<file path="config.mk">
export PLATFORM = sky130hd
export DESIGN_NAME = mem_access_unit_flat
export DESIGN_NICKNAME = d
export VERILOG_FILES = /design/src/rtl/mem_pkg.sv /design/src/rtl/mem_access_unit_if.sv /design/src/rtl/load_align.sv /design/src/rtl/mem_access_unit.sv /design/src/flat_wrapper.sv
export SDC_FILE = /design/constraint.sdc
export NUM_CORES = 1
export LEC_CHECK = 0
export CORE_MARGIN = 2
export CORE_UTILIZATION = 40
export CTS_CLUSTER_SIZE = 16
export DETAILED_ROUTE_END_ITERATION = 8
export GPL_ROUTABILITY_DRIVEN = 0
export GPL_TIMING_DRIVEN = 1
export PLACE_DENSITY = 0.81
export REMOVE_ABC_BUFFERS = 1
export SLEW_MARGIN = 20
export SYNTH_ARGS = -nofsm -noshare
export SYNTH_HDL_FRONTEND = slang
export SYNTH_HIERARCHICAL = 1
export SYNTH_SLANG_ARGS = --single-unit
</file>
<file path="constraint.sdc">
create_clock -name clk -period 1.8 [get_ports clk]
set_input_delay 0.36 -clock clk [delete_from_list [all_inputs] [get_ports clk]]
set_output_delay 0.36 -clock clk [all_outputs]
set_load 0.02 [all_outputs]
</file>
<file path="src/rtl/mem_pkg.sv">
// Shared types and constants for the memory-stage load/store unit.
package mem_pkg;

    localparam int unsigned XLEN   = 32;
    localparam int unsigned STRB_W = XLEN / 8;

    typedef enum logic [1:0] {
        ST_IDLE = 2'd0,
        ST_BUSY = 2'd1,
        ST_DONE = 2'd2
    } state_e;

    localparam logic [2:0] F3_LB  = 3'b000;
    localparam logic [2:0] F3_LH  = 3'b001;
    localparam logic [2:0] F3_LW  = 3'b010;
    localparam logic [2:0] F3_LBU = 3'b100;
    localparam logic [2:0] F3_LHU = 3'b101;
    localparam logic [2:0] F3_SB  = 3'b000;
    localparam logic [2:0] F3_SH  = 3'b001;
    localparam logic [2:0] F3_SW  = 3'b010;

    // Command held on the bus for the whole transaction.
    typedef struct packed {
        logic              we;
        logic [XLEN-1:0]   addr;
        logic [XLEN-1:0]   wdata;
        logic [STRB_W-1:0] wstrb;
    } bus_cmd_t;

    // Wait counter must hold values up to TIMEOUT.
    function automatic int unsigned cnt_width(input int unsigned timeout);
        return $clog2(timeout + 1);
    endfunction

endpackage

</file>
<file path="src/rtl/mem_access_unit_if.sv">
// Valid/ready data-bus bundle between the load/store unit and memory.
interface mem_access_unit_if;

    logic        bus_req;
    logic        bus_we;
    logic [31:0] bus_addr;
    logic [31:0] bus_wdata;
    logic [3:0]  bus_wstrb;
    logic [31:0] bus_rdata;
    logic        bus_ready;

    modport master (
        output bus_req, bus_we, bus_addr, bus_wdata, bus_wstrb,
        input  bus_rdata, bus_ready
    );

    modport slave (
        input  bus_req, bus_we, bus_addr, bus_wdata, bus_wstrb,
        output bus_rdata, bus_ready
    );

endinterface

</file>
<file path="src/rtl/load_align.sv">
// Selects the addressed byte/halfword lane of a bus word and extends it per funct3.
module load_align
    import mem_pkg::*;
(
    input  logic [31:0] rdata_i,
    input  logic [1:0]  off_i,
    input  logic [2:0]  funct3_i,
    output logic [31:0] result_o
);

    logic [7:0]  byte_c;
    logic [15:0] half_c;

    always_comb begin
        case (off_i)
            2'd0:    byte_c = rdata_i[7:0];
            2'd1:    byte_c = rdata_i[15:8];
            2'd2:    byte_c = rdata_i[23:16];
            default: byte_c = rdata_i[31:24];
        endcase
        half_c = off_i[1] ? rdata_i[31:16] : rdata_i[15:0];

        // Reserved funct3 codes fall through to the full word.
        case (funct3_i)
            F3_LB:   result_o = {{24{byte_c[7]}}, byte_c};
            F3_LBU:  result_o = {24'b0, byte_c};
            F3_LH:   result_o = {{16{half_c[15]}}, half_c};
            F3_LHU:  result_o = {16'b0, half_c};
            F3_LW:   result_o = rdata_i;
            default: result_o = rdata_i;
        endcase
    end

endmodule

</file>
<file path="src/rtl/mem_access_unit.sv">
// MEM-stage load/store unit: launches aligned accesses on the valid/ready bus,
// stalls the pipeline while in flight, formats load data, flags faults.
module mem_access_unit
    import mem_pkg::*;
#(
    parameter int unsigned TIMEOUT = 255
) (
    input  logic               clk,
    input  logic               rst,
    input  logic               rd_enM,
    input  logic               wr_enM,
    input  logic [2:0]         funct3M,
    input  logic [31:0]        ALUResultM,
    input  logic [31:0]        wdataM,
    mem_access_unit_if.master  bus,
    output logic [31:0]        rdata,
    output logic               stall_mem,
    output logic               misaligned,
    output logic               bus_err
);

    localparam int unsigned CNT_W = cnt_width(TIMEOUT);

    state_e           state_q, state_d;
    bus_cmd_t         cmd_q, cmd_d;
    logic             bus_req_q, bus_req_d;
    logic [CNT_W-1:0] cnt_q, cnt_d;
    logic [31:0]      rdata_q, rdata_d;
    logic             bus_err_q, bus_err_d;
    logic             ld_q, ld_d;
    logic [2:0]       f3_q, f3_d;
    logic [1:0]       off_q, off_d;

    logic        access_c, sz_byte_c, sz_half_c, misalign_c, launch_c, last_c;
    logic [3:0]  strb_c;
    logic [31:0] wdata_c;
    logic [31:0] aligned_c;

    assign access_c   = rd_enM | wr_enM;
    assign sz_byte_c  = (funct3M[1:0] == F3_SB[1:0]);
    assign sz_half_c  = (funct3M[1:0] == F3_SH[1:0]);
    assign misalign_c = access_c && (state_q == ST_IDLE) &&
                        ((sz_half_c && ALUResultM[0]) ||
                         (!sz_byte_c && !sz_half_c && (ALUResultM[1:0] != 2'b00)));
    assign launch_c   = access_c && (state_q == ST_IDLE) && !misalign_c;
    assign last_c     = (cnt_q == CNT_W'(TIMEOUT - 1));

    // Store lane placement: strobes shifted to the addressed lane, data replicated.
    always_comb begin
        strb_c  = 4'b1111;
        wdata_c = wdataM;
        if (sz_byte_c) begin
            strb_c  = 4'b0001 << ALUResultM[1:0];
            wdata_c = {4{wdataM[7:0]}};
        end else if (sz_half_c) begin
            strb_c  = 4'b0011 << {ALUResultM[1], 1'b0};
            wdata_c = {2{wdataM[15:0]}};
        end
    end

    load_align u_load_align (
        .rdata_i  (bus.bus_rdata),
        .off_i    (off_q),
        .funct3_i (f3_q),
        .result_o (aligned_c)
    );

    always_ff @(posedge clk or negedge rst) begin
        if (!rst) begin
            state_q <= ST_IDLE;
        end else begin
            state_q <= state_d;
        end
    end

    always_comb begin
        state_d = state_q;
        case (state_q)
            ST_IDLE: if (launch_c) state_d = ST_BUSY;
            ST_BUSY: if (bus.bus_ready || last_c) state_d = ST_DONE;
            ST_DONE: state_d = ST_IDLE;
            default: state_d = ST_IDLE;
        endcase
    end

    always_comb begin
        cmd_d     = cmd_q;
        bus_req_d = 1'b0;
        cnt_d     = cnt_q;
        rdata_d   = rdata_q;
        bus_err_d = 1'b0;
        ld_d      = ld_q;
        f3_d      = f3_q;
        off_d     = off_q;
        case (state_q)
            ST_IDLE: begin
                cnt_d = '0;
                if (launch_c) begin
                    // Load wins when both enables are high.
                    cmd_d.we    = wr_enM & ~rd_enM;
                    cmd_d.addr  = {ALUResultM[31:2], 2'b00};
                    cmd_d.wdata = wdata_c;
                    cmd_d.wstrb = rd_enM ? 4'b0000 : strb_c;
                    bus_req_d   = 1'b1;
                    ld_d        = rd_enM;
                    f3_d        = funct3M;
                    off_d       = ALUResultM[1:0];
                end
            end
            ST_BUSY: begin
                if (bus.bus_ready) begin
                    if (ld_q) rdata_d = aligned_c;
                end else if (last_c) begin
                    // Timed-out loads return zero; stores keep the last load result.
                    bus_err_d = 1'b1;
                    if (ld_q) rdata_d = '0;
                end else begin
                    bus_req_d = 1'b1;
                    cnt_d     = cnt_q + CNT_W'(1);
                end
            end
            default: ;
        endcase
    end

    always_ff @(posedge clk or negedge rst) begin
        if (!rst) begin
            cmd_q     <= '0;
            bus_req_q <= 1'b0;
            cnt_q     <= '0;
            rdata_q   <= '0;
            bus_err_q <= 1'b0;
            ld_q      <= 1'b0;
            f3_q      <= 3'b000;
            off_q     <= 2'b00;
        end else begin
            cmd_q     <= cmd_d;
            bus_req_q <= bus_req_d;
            cnt_q     <= cnt_d;
            rdata_q   <= rdata_d;
            bus_err_q <= bus_err_d;
            ld_q      <= ld_d;
            f3_q      <= f3_d;
            off_q     <= off_d;
        end
    end

    assign bus.bus_req   = bus_req_q;
    assign bus.bus_we    = cmd_q.we;
    assign bus.bus_addr  = cmd_q.addr;
    assign bus.bus_wdata = cmd_q.wdata;
    assign bus.bus_wstrb = cmd_q.wstrb;

    assign rdata      = rdata_q;
    assign bus_err    = bus_err_q;
    assign misaligned = misalign_c;
    assign stall_mem  = launch_c | (state_q == ST_BUSY);

endmodule

</file>
<file path="src/flat_wrapper.sv">
// flat-port wrapper written by rule: the top's interface ports become plain ports
module mem_access_unit_flat import mem_pkg::*;
#(
    parameter int unsigned TIMEOUT = 255
)
  (clk, rst, rd_enM, wr_enM, funct3M, ALUResultM, wdataM, rdata, stall_mem, misaligned, bus_err, bus_bus_req, bus_bus_we, bus_bus_addr, bus_bus_wdata, bus_bus_wstrb, bus_bus_rdata, bus_bus_ready);
  mem_access_unit_if bus_i ();
  input  logic clk;
  input  logic rst;
  input  logic rd_enM;
  input  logic wr_enM;
  input  logic [2:0] funct3M;
  input  logic [31:0] ALUResultM;
  input  logic [31:0] wdataM;
  output logic [31:0] rdata;
  output logic stall_mem;
  output logic misaligned;
  output logic bus_err;
  output wire logic [$bits(bus_i.bus_req)-1:0] bus_bus_req;
  output wire logic [$bits(bus_i.bus_we)-1:0] bus_bus_we;
  output wire logic [$bits(bus_i.bus_addr)-1:0] bus_bus_addr;
  output wire logic [$bits(bus_i.bus_wdata)-1:0] bus_bus_wdata;
  output wire logic [$bits(bus_i.bus_wstrb)-1:0] bus_bus_wstrb;
  input wire logic [$bits(bus_i.bus_rdata)-1:0] bus_bus_rdata;
  input wire logic [$bits(bus_i.bus_ready)-1:0] bus_bus_ready;
  assign bus_bus_req = bus_i.bus_req;
  assign bus_bus_we = bus_i.bus_we;
  assign bus_bus_addr = bus_i.bus_addr;
  assign bus_bus_wdata = bus_i.bus_wdata;
  assign bus_bus_wstrb = bus_i.bus_wstrb;
  assign bus_i.bus_rdata = bus_bus_rdata;
  assign bus_i.bus_ready = bus_bus_ready;
  mem_access_unit #(.TIMEOUT(TIMEOUT)) u_core (.clk(clk), .rst(rst), .rd_enM(rd_enM), .wr_enM(wr_enM), .funct3M(funct3M), .ALUResultM(ALUResultM), .wdataM(wdataM), .bus(bus_i), .rdata(rdata), .stall_mem(stall_mem), .misaligned(misaligned), .bus_err(bus_err));
endmodule
</file>
==> summary.md <==
| Metric | Value |
|---|---|
| Area of the core region | `14420 um^2` |
| Count of filler cells inserted in the layout | `1108` |
| Detailed-route wire length | `17800 um` |
| Outcome | `complete, no violations` |
| Initial antenna violation count | `1` |
| Clock tree from TritonCTS | `done` |
| Largest incremental delay on the critical path | `0.62 ns` |
| Highest-delay cell along the critical path | `clkdlybuf4s50_1` |
| Int Power | `9.053 mW` |
| Flip-flop cell with the highest count after synthesis | `dfrtp_1` |
| Number of antenna repair diodes | `0` |
| Overall power of the completed layout | `14.46 mW` |
| Post-synthesis to final-layout area growth | `56.36%` |
| DR pass1 iterations | `5` |
| Switching fraction of total power | `37.41%` |
| Worst-case reg-to-reg path depth | `7` |
| Area of the die | `15590 um^2` |
| Critical path depth in cells | `1` |
| Cell type contributing the most total cell area after synthesis | `dfrtp_1` |
| Tmin final | `1.775 ns` |
| Largest delay share family, worst path | `buffers and inverters` |
| Final instance area | `9136 um^2` |
| Part of the power in the clock network | `21.5%` |
| Switching component of the power | `5.410 mW` |
| CTS sink count | `117` |
| Total routing usage reported by global routing | `22.59%` |
| Cell Area, Synth | `5843 um^2` |
| Final setup violation count | `0` |
| Number of core rows | `44` |
| Flip-flop and latch count after synthesis | `117` |
| Largest net degree at the start of global routing | `65` |
| Count of unresolved DRC violations after routing | `0` |
| Post-layout util | `63.34%` |
| Worst endpoint data arrival time | `1.42 ns` |
| # Max-Cap Violations | `0` |
| Instance area after placement | `8439 um^2` |
| Number of standard cells after synthesis | `517` |
| Clock-pin transition on the worst setup and hold timing paths | `0.06 ns` |
| X dimension of the die | `124.9 um` |
| Final TNS setup | `0 ns` |
| Count of endpoints failing hold in the final timing report | `0` |
| Max rail drop VDD | `0.7746 mV` |
| Number of top-level pins | `209` |
| Pre-CTS WS | `-0.5111 ns` |
| Worst relative slew slack | `60.71%` |
| Ratio of cells with drive above 1 in the final layout | `21.24%` |
| GR met1 Demand/Resource | `26.99%` |
| Worst hold path type | `input pin to flop` |
| Most frequently used cell type in the post-synthesis netlist | `dfrtp_1` |
| Layer carrying the most global-route usage | `met2` |
| Worst Path Max Fanout | `2` |
| Net count reported at finish | `870` |
| Buffers added on ports | `206` |
| Avg WL per Cell | `18.52 um` |
| Clock latency reported for the late side of the worst-skew pair | `0.42 ns` |
| Setup slack of the critical path after layout | `0.02458 ns` |
| Post-Route Hold Slack | `0.3762 ns` |
| Sequential element share of the synthesized area | `50.11%` |
| Relative contribution of combinational cells to total power | `48.5%` |
| Crit path kind | `flop to primary output` |
| Routed via count divided by cell count | `5.553` |
| Slew at the pin closest to its max-slew limit | `0.5887 ns` |
| Crit path buf inv count | `1` |
| Synthesized area per cell | `11.30 um^2` |
| Hold Crit Depth | `3` |
| Critical Path End Type | `primary output` |
| Area of the multi-input gates | `2676 um^2` |
| Post-Route Skew | `0.01414 ns` |
| Data required, critical path | `1.44 ns` |
| Total count of max-transition violations in the final report | `0` |
| CTS buffer count | `17` |
| Effective utilization at floorplan | `40.51%` |
| Sequential group share of total power | `30.0%` |
| Vertical die dimension | `124.9 um` |
| Number of standard cells in the layout, taps in and fillers out | `961` |
| Number of flops mapped to enable cells by yosys | `0` |
| H-tree lvl count | `4` |
| Fmax achieved | `563.2 MHz` |
| Share of Yosys cell area claimed by the top area cell type | `50.11%` |
| Clock Path Buffers | `2` |
| Number of distinct library cells after synthesis | `56` |
| First-pass GRT wire length | `28250 um` |
| HPWL after detailed placement | `12460 um` |
| Fin crit share | `98.63%` |
| Number of vias in the routed layout | `5336` |
| Power density over cell area | `1583 nW/um^2` |
| Leading cell types by total area after synthesis | `dfrtp_1, mux2_2, a22o_1, mux2i_1, mux4_1` |
| Series of cell instances along the critical path | `clkdlybuf4s50_1` |
| Number of cells in the design after placement | `924` |
| Number of nets still failing antenna checks after routing | `0` |
| Count of synthesis-stage warnings from yosys | `6` |
| M2 GR Usage | `37.64%` |
| Congestion Overflow GR | `0` |
| Element type at the critical path start | `flop` |
| Clk root buf | `clkbuf_16` |
| Leakage power | `4.248 nW` |
| Most frequent cells after synthesis | `dfrtp_1, nand2_1, nor2_1` |
| Asr flop ratio synth | `100.0%` |
| Number of design-rule violations left by the first detailed-router iteration | `476` |
| Total area of sequential cells | `2930 um^2` |
| Met3 global-route usage | `7.560%` |
| Via count of the first global-routing pass | `5541` |
cells by family after synthesis:
family	Yosys count	share of synthesized area (%)
other cells	1	0.06418
buf+inv	54	5.096
mux	78	16.98
simple gates	120	9.551
xor+xnor	1	0.1499
compound gates	144	17.62
fa+ha+maj	2	0.4282
flops	117	50.11
layout make-up:
class	instances	share of cell area [%]
clock buffers	19	4.958
clock inverters	13	1.082
inverters	13	0.5341
multi-input cells	347	29.29
flip-flops and latches	117	32.07
well taps	184	2.520
repair buffers	268	29.54
state kept, by name (all words and copies together), names as in the netlist:
name and cells:
u_core/rdata 32, u_core/f3_q 3, u_core/bus_err 1, u_core/bus.bus_req 1, u_core/ld_q 1, u_core/bus.bus_addr 30
u_core/bus.bus_wdata 32, u_core/cnt_q 8, u_core/state_q 2, u_core/bus.bus_we 1, u_core/bus.bus_wstrb 4, u_core/off_q 2
path summary, 6_finish.rpt:
kind	slack (ns)	startpoint	endpoint
setup reg to reg	0.09	u_core/state_q[1]$_DFFE_PN0P_	u_core/bus.bus_wdata[24]$_DFFE_PN0P_
hold / removal	0.38	ALUResultM[0]	u_core/bus.bus_wstrb[0]$_DFFE_PN0P_
min in group asynchronous	0.50	rst	u_core/bus_err$_DFF_PN0_
setup / recovery	0.02	u_core/rdata[16]$_DFFE_PN0P_	rdata[16]
max in group asynchronous	0.97	rst	u_core/cnt_q[3]$_DFFE_PN0P_
hold reg to reg	0.48	u_core/bus.bus_wdata[11]$_DFFE_PN0P_	u_core/bus.bus_wdata[11]$_DFFE_PN0P_
power by group through the flow:
stage / registers, mW / logic [mW] / clock network [mW]
3_3_place_gp: 4.29 / 6.73 / 0
6_report: 4.34 / 7.01 / 3.11
2_1_floorplan: 5.54 / 2.20 / 0
3_5_place_dp: 4.36 / 6.87 / 0
5_1_grt: 4.48 / 7.40 / 3.30
4_1_cts: 4.33 / 6.93 / 3.18
timing repair:
item                                   4_1_cts  5_1_grt
pin swaps                                    1        3
endpoints found under the hold margin      117        0
hold buffers                                 1        0
setup endpoints to repair                   39       73
cloned                                       0        1
buffers inserted                             0        3
resized for setup                           15       28
layer usage:
metal  routed length (um)  part of all wire (%)
met5                   13                 0.073
met4                  418                   2.3
met3                 1576                   8.9
met2                 8925                    50
met1                 6863                    39
cells in the final DEF, fill, tap and decap left out, types with 4 or more instances in the layout:
cell / instances
clkdlybuf4s50_1: 183
dfrtp_1: 115
buf_4: 52
nand2_1: 46
nor2_1: 35
mux2_2: 34
a22o_1: 32
o21ai_0: 30
a21oi_1: 28
mux2i_1: 26
clkbuf_16: 18
dlymetal6s2s_1: 18
o22ai_1: 16
inv_1: 11
mux2_4: 11
nor2b_1: 10
buf_12: 9
mux4_1: 7
a311oi_1: 7
and3_1: 5
nand3_1: 5
clkinv_4: 4
o221ai_2: 4
Note: power is estimated with default switching activity, not from simulation.
